<file path="src/rtl/bbox_pkg.sv">
// Shared types and widths for the bounding-box finder.
package bbox_pkg;
  localparam int COORD_W = 11;
  localparam int ADDR_W  = 24;

  typedef enum logic [2:0] {
    IDLE  = 3'd0,
    READ  = 3'd1,
    CAPT  = 3'd2,
    EVAL  = 3'd3,
    LATCH = 3'd4,
    DONE  = 3'd5
  } state_t;
endpackage

</file>
<file path="src/rtl/bbox_tracker.sv">
// Running min/max of foreground coordinates plus a sticky found flag.
module bbox_tracker
  import bbox_pkg::*;
(
  input  logic               clk,
  input  logic               rst,
  input  logic               i_clear,
  input  logic               i_update,
  input  logic [COORD_W-1:0] i_x,
  input  logic [COORD_W-1:0] i_y,
  output logic [COORD_W-1:0] o_min_x,
  output logic [COORD_W-1:0] o_max_x,
  output logic [COORD_W-1:0] o_min_y,
  output logic [COORD_W-1:0] o_max_y,
  output logic               o_found
);
  logic [COORD_W-1:0] r_min_x, r_max_x, r_min_y, r_max_y;
  logic               r_found;

  always_ff @(posedge clk) begin
    if (rst || i_clear) begin
      r_min_x <= '1;
      r_min_y <= '1;
      r_max_x <= '0;
      r_max_y <= '0;
      r_found <= 1'b0;
    end else if (i_update) begin
      if (i_x < r_min_x) r_min_x <= i_x;
      if (i_x > r_max_x) r_max_x <= i_x;
      if (i_y < r_min_y) r_min_y <= i_y;
      if (i_y > r_max_y) r_max_y <= i_y;
      r_found <= 1'b1;
    end
  end

  assign o_min_x = r_min_x;
  assign o_max_x = r_max_x;
  assign o_min_y = r_min_y;
  assign o_max_y = r_max_y;
  assign o_found = r_found;
endmodule

</file>
<file path="src/rtl/bbox_finder.sv">
// Scans a column-major RGB frame and reports the inclusive box of dark pixels.
// Define BBOX_MARGIN_EN to grow the reported box by MARGIN, clamped to the image.
module bbox_finder
  import bbox_pkg::*;
#(
  parameter int WIDTH  = 100,
  parameter int HEIGHT = 100,
  parameter int THRESH = 128,
  parameter int MARGIN = 2
) (
  input  logic               clk,
  input  logic               rst,
  input  logic               start,
  output logic               done,
  output logic               found,
  output logic [ADDR_W-1:0]  readAddr,
  input  logic [15:0]        readdata,
  output logic [COORD_W-1:0] xMin,
  output logic [COORD_W-1:0] xMax,
  output logic [COORD_W-1:0] yMin,
  output logic [COORD_W-1:0] yMax,
  output logic [2:0]         o_dbg_state
);
  state_t             r_state;
  logic [COORD_W-1:0] r_x, r_y;
  logic [1:0]         r_c;
  logic [9:0]         r_sum;
  logic               r_done, r_found;
  logic [COORD_W-1:0] r_xmin, r_xmax, r_ymin, r_ymax;

  logic               w_fg, w_clear, w_update, w_run_found, w_unused_hi;
  logic [COORD_W-1:0] w_min_x, w_max_x, w_min_y, w_max_y;
  logic [COORD_W-1:0] w_lat_xmin, w_lat_xmax, w_lat_ymin, w_lat_ymax;

  assign w_unused_hi = ^readdata[15:8];
  assign readAddr = ADDR_W'(r_x) * ADDR_W'(HEIGHT * 3) + ADDR_W'(r_y) * ADDR_W'(3) + ADDR_W'(r_c);
  assign w_fg     = int'(r_sum) < 3 * THRESH;
  assign w_clear  = start && (r_state == IDLE || r_state == DONE);
  assign w_update = (r_state == EVAL) && w_fg;

  bbox_tracker u_tracker (
    .clk      (clk),
    .rst      (rst),
    .i_clear  (w_clear),
    .i_update (w_update),
    .i_x      (r_x),
    .i_y      (r_y),
    .o_min_x  (w_min_x),
    .o_max_x  (w_max_x),
    .o_min_y  (w_min_y),
    .o_max_y  (w_max_y),
    .o_found  (w_run_found)
  );

`ifdef BBOX_MARGIN_EN
  // Low side in signed arithmetic so min-MARGIN can go negative before clamping.
  logic signed [11:0] w_xlo, w_ylo;
  logic        [11:0] w_xhi, w_yhi;
  assign w_xlo = $signed({1'b0, w_min_x}) - $signed(12'(MARGIN));
  assign w_ylo = $signed({1'b0, w_min_y}) - $signed(12'(MARGIN));
  assign w_xhi = {1'b0, w_max_x} + 12'(MARGIN);
  assign w_yhi = {1'b0, w_max_y} + 12'(MARGIN);
  assign w_lat_xmin = (w_xlo < 0) ? '0 : w_xlo[COORD_W-1:0];
  assign w_lat_ymin = (w_ylo < 0) ? '0 : w_ylo[COORD_W-1:0];
  assign w_lat_xmax = (w_xhi > 12'(WIDTH - 1))  ? COORD_W'(WIDTH - 1)  : w_xhi[COORD_W-1:0];
  assign w_lat_ymax = (w_yhi > 12'(HEIGHT - 1)) ? COORD_W'(HEIGHT - 1) : w_yhi[COORD_W-1:0];
`else
  localparam int margin_unused = MARGIN;
  assign w_lat_xmin = w_min_x;
  assign w_lat_xmax = w_max_x;
  assign w_lat_ymin = w_min_y;
  assign w_lat_ymax = w_max_y;
`endif

  always_ff @(posedge clk) begin
    if (rst) begin
      r_state <= IDLE;
      r_x     <= '0;
      r_y     <= '0;
      r_c     <= '0;
      r_sum   <= '0;
      r_done  <= 1'b0;
      r_found <= 1'b0;
      r_xmin  <= '0;
      r_xmax  <= COORD_W'(WIDTH - 1);
      r_ymin  <= '0;
      r_ymax  <= COORD_W'(HEIGHT - 1);
    end else begin
      case (r_state)
        IDLE: if (start) r_state <= READ;
        READ: r_state <= CAPT;
        CAPT: begin
          r_sum <= r_sum + {2'b00, readdata[7:0]};
          if (r_c < 2'd2) begin
            r_c     <= r_c + 2'd1;
            r_state <= READ;
          end else begin
            r_state <= EVAL;
          end
        end
        EVAL: begin
          r_sum   <= '0;
          r_c     <= '0;
          r_state <= READ;
          if (r_y == COORD_W'(HEIGHT - 1)) begin
            r_y <= '0;
            if (r_x == COORD_W'(WIDTH - 1)) begin
              r_x     <= '0;
              r_state <= LATCH;
            end else begin
              r_x <= r_x + 1'b1;
            end
          end else begin
            r_y <= r_y + 1'b1;
          end
        end
        LATCH: begin
          r_found <= w_run_found;
          if (w_run_found) begin
            r_xmin <= w_lat_xmin;
            r_xmax <= w_lat_xmax;
            r_ymin <= w_lat_ymin;
            r_ymax <= w_lat_ymax;
          end else begin
            r_xmin <= '0;
            r_xmax <= COORD_W'(WIDTH - 1);
            r_ymin <= '0;
            r_ymax <= COORD_W'(HEIGHT - 1);
          end
          r_done  <= 1'b1;
          r_state <= DONE;
        end
        DONE: if (start) begin
          r_done  <= 1'b0;
          r_state <= READ;
        end
        default: r_state <= IDLE;
      endcase
    end
  end

  assign done        = r_done;
  assign found       = r_found;
  assign xMin        = r_xmin;
  assign xMax        = r_xmax;
  assign yMin        = r_ymin;
  assign yMax        = r_ymax;
  assign o_dbg_state = r_state;
endmodule

</file>
<file path="config.mk">
export PLATFORM = sky130hd
export DESIGN_NAME = bbox_finder
export DESIGN_NICKNAME = d
export VERILOG_FILES = /design/src/rtl/bbox_pkg.sv /design/src/rtl/bbox_tracker.sv /design/src/rtl/bbox_finder.sv
export SDC_FILE = /design/constraint.sdc
export NUM_CORES = 1
export LEC_CHECK = 0
export BUFFER_PORTS_ARGS = -buffer_cell sky130_fd_sc_hd__buf_2
export CORE_ASPECT_RATIO = 1.4
export CORE_MARGIN = 2
export CORE_UTILIZATION = 28
export DETAILED_ROUTE_END_ITERATION = 16
export PLACE_DENSITY = 0.43
export SLEW_MARGIN = 20
export SYNTH_ARGS = -nofsm -noshare
export SYNTH_HDL_FRONTEND = slang
export SYNTH_HIERARCHICAL = 1
export SYNTH_SLANG_ARGS = --single-unit
</file>
<file path="constraint.sdc">
create_clock -name clk -period 10.5 [get_ports clk]
set_clock_uncertainty 0.1 [all_clocks]
set_input_delay 0 -clock clk [delete_from_list [all_inputs] [get_ports clk]]
set_output_delay 0 -clock clk [all_outputs]
set_load 0.02 [all_outputs]
</file>
# After elaboration in Yosys (flattened, before gate mapping)
# Index checks and enable logic that the tools add are counted.
word_totals:
  register_bits: 128
  inputBits: 19
  out_inout_bits: 73
  wordCells: 71
classes:
  add_sub_neg: 6
  multipliers: 2
  n_lt_le_gt_ge: 6
  n_eq_ne: 10
  muxes: 16
  n_reduce_logical: 15
ops:
  columns: ["operator", "n"]
  rows:
  - ["$mux 11", 6]
  - ["$add 11x1->11 const B", 2]
  - ["$add 21x2->22", 1]
  - ["$eq 11x7->1 const B", 2]
  - ["$gt 11x11->1", 2]
  - ["$lt 11x11->1", 2]
  - ["$add 20x13->21", 1]
  - ["$pmux 10 s2", 1]
  - ["$mul 11x7->18 const B", 1]
  - ["$pmux 3 s5", 1]
  - ["$reduce_and 2->1", 7]
  - ["$mul 11x2->13 const B", 1]
  - ["$add 10x8->10", 1]
  - ["$lt 10x9->1 const B", 1]
  - ["$mux 3", 3]
  - ["$eq 3x2->1 const B", 2]
  - ["$eq 3x3->1 const B", 2]
  - ["$mux 2", 2]
  - ["$ne 2x2->1 const B", 2]
  - ["$pmux 2 s2", 1]
  - ["$reduce_bool 2->1", 2]
  - ["$eq 3x1->1 const B", 1]
  - ["$logic_not 3->1", 1]
  - ["$add 2x1->2 const B", 1]
  - ["7 further kinds", 9]

# Logic depth before layout (Yosys ltp)
# Gate-level depths: netlist of the first run.
depth:
  ltp_word: 4
  ltp_mapped: 19
  depth_no_buf: 19

# By module
# The synthesis of the first run kept the hierarchy.
modules_own_cells:
  columns: ["mod", "instances", "cells_each", "area_per_inst_um2", "seq_area_each_um2"]
  rows:
  - ["bbox_finder", 1, 725, 6140.9, 1661.6]
  - ["bbox_tracker", 1, 351, 2977.9, 900.9]

# Worst setup path after synthesis of the first run
# No wires, ideal clock.
synth_path:
  path_type: "reg-to-output"
  start: "register r_x[4]"
  end: "output readAddr[19]"
  arrival_time_ps: 5038
  required_time_ps: 10400
  setup_slack_ps: 5362
  stages_incl_launch_ff: 20
  n_path_buf: 0
  cell_sequence: "dfxtp_1 > ha_1 > ha_1 > inv_1 > fa_1 > inv_1 > fa_1 > ha_1 > o211ai_1 > a21o_1 > nor2b_1 > xnor2_1 > fa_1 > ha_1 > and3_1 > a21oi_1 > o21ai_0 > o21ai_0 > nand3b_1 > xor2_1"
synth_between:
  elab_chain_cells: 3
synth_lines:
  columns: ["element", "line_no", "text"]
  rows:
  - ["from (decl)", "bbox_finder.sv:25", "logic [COORD_W-1:0] r_x, r_y;"]
  - ["from (signal assigned)", "bbox_finder.sv:111", "r_x <= r_x + 1'b1;"]
  - ["$mul 11x7->18", "bbox_finder.sv:36", "assign readAddr = ADDR_W'(r_x) * ADDR_W'(HEIGHT * 3) + ADDR_W'(r_y) * ADDR_W'(3) + ADDR_W'(r_c);"]
  - ["$add 20x13->21", "bbox_finder.sv:36", null]
  - ["$add 21x2->22", "bbox_finder.sv:36", null]
  - ["to (decl)", "bbox_finder.sv:16", "output logic [ADDR_W-1:0] readAddr,"]
# Every way passes these cells.

# Worst setup path in the final report of the first run
# Ends and elaborated chain as after synthesis.

==> results of run 1 <==
==> power by group through the flow <==
stage	combinational [uW]	clock [uW]	sequential, uW
finish	50.2	606	494
global placement	49.1	0	505
global route	56.5	642	494
detailed placement	49.7	0	505
floorplan	38.8	0	502
CTS	50.8	622	494
==> what timing repair did <==
| action | CTS | global route |
|---|---|---|
| endpoints found under the hold margin | 6 | 0 |
| hold buffers | 3 | 0 |
| gates resized for setup | 0 | 0 |
| setup endpoints to repair | 0 | 0 |
==> worst paths after layout <==
path                                              to            from
worst max-delay path                    readAddr[19]          r_x[4]
worst min-delay path                        r_sum[5]             rst
worst max register to register  u_tracker/o_min_y[2]  o_dbg_state[1]
worst min register to register               yMin[2]         yMin[2]
==> layout make-up <==
cell class / instances / share of cell area
Inverter: 107 / 0.0384
Clock buffer: 17 / 0.0406
Tap cell: 400 / 0.0478
Clock inverter: 15 / 0.0163
Multi-Input combinational cell: 784 / 0.562
Sequential cell: 128 / 0.245
Timing Repair Buffer: 95 / 0.0500
==> worst register-to-register path, cell delays in order, from the launching register on <==
cell,delay [ns]
dfxtp_1,0.60
and2b_1,0.34
nand2_1,0.18
a211oi_1,0.29
buf_4,0.24
nor2b_1,0.15
o21ai_0,0.10
a221oi_2,0.64
buf_4,0.31
mux2i_1,0.19
==> metal layers <==
layer	global-route usage	vias to the layer above	part of all wire
met5	0	-	0
met4	0.0349	0	0.0090
met3	0.0187	13	0.019
met2	0.276	78	0.54
met1	0.163	3597	0.43
li1	-	3834	-
==> kinds of logic after synthesis <==
group	after synthesis
flip-flops	128
adder cells (fa/ha/maj)	148
AND/OR/NAND/NOR	339
AO/OA/AOI/OAI	223
XOR/XNOR	46
buffers and inverters	166
other	1
multiplexers	25
==> through the flow <==
stage                     hold WS, ns  total power, uW  cells
after floorplan                0.0687              541   1078
after global placement          0.248              554   1511
after detailed placement        0.250              554   1511
after CTS                     0.00192             1170   1546
after global routing           0.0467             1190   1546
final                         0.00918             1150   1546
==> cell usage in the layout, fill, tap and decap left out, drive strengths merged, types with 4 or more instances in the layout <==
master and count:
dfxtp 128, ha 123, inv 115, buf 92
a21oi 79, nand3 71, nand2 68, nor2 65
nor3 55, o21ai 50, xnor2 30, fa 25
a21boi 25, mux2i 24, clkbuf 17, xor2 16
nor3b 13, nand4 12, a21o 12, o21bai 9
nand2b 9, a211oi 9, nand3b 8, nor2b 7
and3 7, o211ai 6, a22oi 5, or3 5
o21a 4, and2 4
==> flow_summary.yaml, run 1 <==
synthesis:
  synth.distinct_cells: 69
  postSynthAreaPerCell_um2: 8.47
  synth_edf_count: 0
  yosysWarnings: 6
  syn_inst: 1076
  muxShareOfSynthArea: 0.0276
  synth.most_common_cell: "dfxtp_1"
  synthXorXnorAreaFrac: 0.0442
  synth_compound_area_frac: 0.161
  synth_top_family_by_area: "adder cells"
  synth_ff_type: "dfxtp_1"
  yosysTopAreaCellShare: 0.281
  synth.area.top_cells: "dfxtp_1 (28%), ha_1 (17%), fa_1 (5.5%)"
  synth_seq_cells: 128
  seq_area_frac_synth: 0.281
  synth-adder-area-share: 0.224
  netlist_area_um2: 9120
  yosys.area.top_type: "dfxtp_1"
  synth_simple_gate_area_share: 0.186
  synthTopCellsByCount: "dfxtp_1 (128), ha_1 (123), inv_1 (107)"
  async_reset_ff_frac: 0
sta:
  fmax_mhz: 167
  period_share: 0.571
  hold_viol: 0
  setup_tns_ns: 0
  maxSlewViolCount: 0
  post-route-min-period_ns: 6.00
  setup_slack_ns: 4.50
  slew_headroom: 0.273
  rsz0062_at_grt: "no"
  setup_violations: 0
  tightest_slew_ns: 1.09
worst_setup_path:
  cp_cell_sequence: "ha_1 > ha_1 > inv_1 > fa_1 > inv_1 > fa_1 > ha_1 > o211ai_1 > a21o_1 > nor2b_1 > xnor2_1 > fa_1 > ha_1 > and3_1 > a21oi_1 > o21ai_0 > o21ai_0 > nand3b_1 > xor2_1 > buf_2"
  r2r_cells: 9
  cpPeakStageDelay_ns: 0.66
  crit_path_end_kind: "output port"
  path_class: "reg -> out"
  cp_max_fo: 12
  required_ns: 10.40
  timing.critical_path.buf_inv: 3
  crit_cells: 20
  cp_slowest_cell: "dfxtp_1"
  critPathLaunchType: "flop"
  worstPathArrival_ns: 5.90
  crit_path_frequent_cell: "ha_1"
  cp_top_family: "adder cells"
  ff2ff_setup_slack_ns: 7.30
drt:
  avgRoutedWirePerCell_um: 15.3
  drc: 0
  drt-initial-drc-count: 216
  viasPerCell: 4.87
  first_pass_iters: 4
  ant_nets: 0
  drt-total-wl_um: 23700
  vias: 7522
die:
  die_w_um: 157
  coreArea_um2: 32200
  pin_count: 92
  rows: 78
  start_util: 0.283
  die_h_um: 218
  die_area_um2: 34000
cts:
  clock_latency_ns: 0.42
  root_buffer: "clkbuf_16"
  numCtsBuffers: 17
  post_cts_buffers: 0
  clock_sinks: 128
  ctsHtreeMaxLevel: 4
  path_clk_slew_ns: 0.07
  clock_path_buffers: 2
  cts_tree: "yes"
grt:
  grt_max_degree: 72
  antenna_found_initial: 0
  first_global_vias: 7519
  grt_first_pass_wirelength_um: 38900
  grt-ovfl-total: 0
  grt_use_total: 0.143
layout:
  fin_nets: 1300
  final_cell_area_um2: 10500
  drive_gt1_frac: 0.134
  areaGrowthSynthToFinish_pct: 14.8
  final-seq-area_um2: 2560
  nFillCells: 3458
  antenna_cells: 0
  utilization: 0.325
  multi_input_area_um2: 5880
place:
  place_ws_ns: 4.86
  placed_area_um2: 9840
  port_buffers: 80
  dp_hpwl_um: 17600
  gp_congestion: 0.763
power_and_ir_drop:
  combPwrFrac: 0.044
  clockPowerShare: 0.527
  sequentialPowerShare: 0.430
  p_per_area_nw_per_um2: 110
  p_int_uw: 864
  swShare: 0.248
  power.switching_uw: 285
  p_leak_uw: 0.00482
  ir_worst_vdd_mv: 0.103
worst_hold_path:
  hold_path.class: "in -> reg"
  worstHoldPathCells: 2
status:
  outcome: "finished clean"
flow_run:
  cap_viol_max_count: 0
Power figures use the tool's default switching activity.
==> run 2, diff against run 1 <==
--- a/config.mk
+++ b/config.mk
@@ -10,7 +10,7 @@
 export CORE_MARGIN = 2
 export CORE_UTILIZATION = 28
 export DETAILED_ROUTE_END_ITERATION = 16
-export PLACE_DENSITY = 0.43
+export PLACE_DENSITY = 0.44
 export SLEW_MARGIN = 20
 export SYNTH_ARGS = -nofsm -noshare
 export SYNTH_HDL_FRONTEND = slang
==> constraint.sdc (replaced) <==
create_clock -name clk -period 5.3 [get_ports clk]
set_clock_uncertainty 0.1 [all_clocks]
set_input_delay 0 -clock clk [delete_from_list [all_inputs] [get_ports clk]]
set_output_delay 0 -clock clk [all_outputs]
set_load 0.02 [all_outputs]
==> flow_summary.yaml, run 2 (synthesis results as in run 1) <==
cts:
  clock_latency_ns: 0.43
  path_clk_slew_ns: 0.06
  root_buffer: "clkbuf_16"
  cts_tree: "yes"
  ctsHtreeMaxLevel: 4
  clock_path_buffers: 2
  clock_sinks: 128
  numCtsBuffers: 17
layout:
  antenna_cells: 0
  final_common_cell: "dfxtp_1"
  layout.cells.non_filler: 1568
  utilization: 0.334
  mostFrequentLayoutCells: "dfxtp_1 (125), ha_1 (118), inv_1 (106)"
  drive_gt1_frac: 0.162
  areaGrowthSynthToFinish_pct: 18.1
  fin_nets: 1322
  nFillCells: 3379
drt:
  ant_nets: 0
  drt-total-wl_um: 24300
  avgRoutedWirePerCell_um: 15.5
  vias: 7638
  drt-initial-drc-count: 295
  drc: 0
  viasPerCell: 4.87
  first_pass_iters: 4
die:
  die_h_um: 218
  pin_count: 92
  die_w_um: 157
  die_area_um2: 34000
  rows: 78
  start_util: 0.283
  coreArea_um2: 32200
worst_setup_path:
  cp_max_fo: 4
  startpoint: "r_x[6]"
  cpPeakStageDelay_ns: 0.55
  ff2ff_setup_slack_ns: 2.12
  path_class: "reg -> out"
  cp_slowest_cell: "fa_1"
  cp_cell_sequence: "ha_4 > ha_4 > inv_1 > fa_1 > inv_2 > fa_1 > ha_4 > buf_6 > a21o_1 > nor2b_1 > xnor2_1 > fa_1 > ha_4 > and3_4 > a21oi_4 > o21ai_2 > o21ai_1 > buf_4 > nand3b_1 > xor2_1 > buf_4"
  worstPathArrival_ns: 5.06
  required_ns: 5.20
  critPathLaunchType: "flop"
  timing.critical_path.buf_inv: 5
  r2r_cells: 8
  cp_top_family: "adder cells"
  critical_path.reg2reg.startpoint: "r_y[1]"
  rr_endpoint: "r_x[9]"
  crit_path_frequent_cell: "ha_4"
  crit_path_end_kind: "output port"
place:
  place_ws_ns: 0.112
  gp_congestion: 0.776
  post-place-cells: 1526
  port_buffers: 80
  dp_hpwl_um: 17900
sta:
  setup_slack_ns: 0.145
  fmax_mhz: 194
  slew_headroom: 0.272
  post-route-min-period_ns: 5.16
  tightest_slew_ns: 1.09
  hold_viol: 0
  maxSlewViolCount: 0
  setup_violations: 0
  whs_ns: 0.0119
  period_share: 0.973
  rsz0062_at_grt: "yes"
grt:
  first_global_vias: 7656
  grt-ovfl-total: 0
  grt_use_total: 0.146
  antenna_found_initial: 0
  grt_first_pass_wirelength_um: 39700
  grt_max_degree: 65
power_and_ir_drop:
  p_leak_uw: 0.00494
  p_per_area_nw_per_um2: 213
  p_total_uw: 2300
  ir_worst_vdd_mv: 0.156
flow_run:
  cap_viol_max_count: 0
status:
  outcome: "finished clean"
worst_hold_path:
  min_delay_worst_endpoint: "r_sum[3]"
  hold_path.class: "in -> reg"
  worstHoldPathCells: 5
  hp-start: "readdata[3]"
run 2: cell types whose count changed in the layout (fill, tap and decap cells not counted), moves of 2 or more:
cell,previous run,this run
buf_4,13,37
ha_4,0,5
buf_2,79,75
o21ai_0,43,38
ha_1,123,118
o21ai_2,0,3
inv_8,3,1
clkinv_4,0,2
o21ai_1,7,9
dfxtp_1,128,125
clkbuf_8,0,2
dfxtp_2,0,3
run 2: how the worst max path moves through the flow:
stage | endpoint | slack, ns | cells past startpoint
finish | readAddr[19] | 0.14 | 21
global route | readAddr[19] | -0.04 | 21
CTS | readAddr[19] | 0.01 | 21
detailed placement | readAddr[18] | 0.11 | 20
global placement | readAddr[18] | 0.18 | 20
floorplan | readAddr[19] | 0.16 | 19
run 2: area by class of cell:
type | count | area, um2 | area share
Clock inverter | 13 | 151 | 0.0141
Inverter | 107 | 402 | 0.0373
Timing Repair Buffer | 117 | 704 | 0.0654
Clock buffer | 19 | 453 | 0.0421
Tap cell | 400 | 500 | 0.0465
Sequential cell | 128 | 2570 | 0.238
Multi-Input combinational cell | 784 | 5990 | 0.556
run 2: routing by layer:
metal  part of all wire  GRT usage  vias to the layer above
met5                  0          0                        -
li1                   -          -                     3890
met4              0.016     0.0434                        0
met3              0.022     0.0240                       23
met1               0.42      0.167                     3641
met2               0.54      0.276                       84
run 2: per-stage QoR:
step           setup TNS [ns]  area [um2]
2_1_floorplan               0        9130
3_3_place_gp                0        9940
3_5_place_dp                0        9950
4_1_cts                     0       10700
5_1_grt               -0.0954       10800
6_report                    0       10800
run 2: timing repair:
item                       CTS  global route
hold buffers                 4             0
setup buffers                4             2
pin swaps                    6            13
setup endpoints to repair    9            10
hold endpoints to repair    31             0
gates resized for setup     10            18
run 2: tightest hold or removal path, delay by kind of cell:
| family | cells | cell delay (ns) |
|---|---|---|
| AO/OA/AOI/OAI | 1 | 0.06 |
| AND/OR/NAND/NOR | 1 | 0.07 |
| buffers and inverters | 1 | 0.08 |
| adder cells (fa/ha/maj) | 1 | 0.16 |
| XOR/XNOR | 1 | 0.12 |
run 2: power by group:
part / internal, uW / leakage (uW) / switching [uW]
sequential: 968 / 0.00103 / 10.2
combinational: 37.3 / 0.00361 / 62.4
clock: 727 / 0.000289 / 493
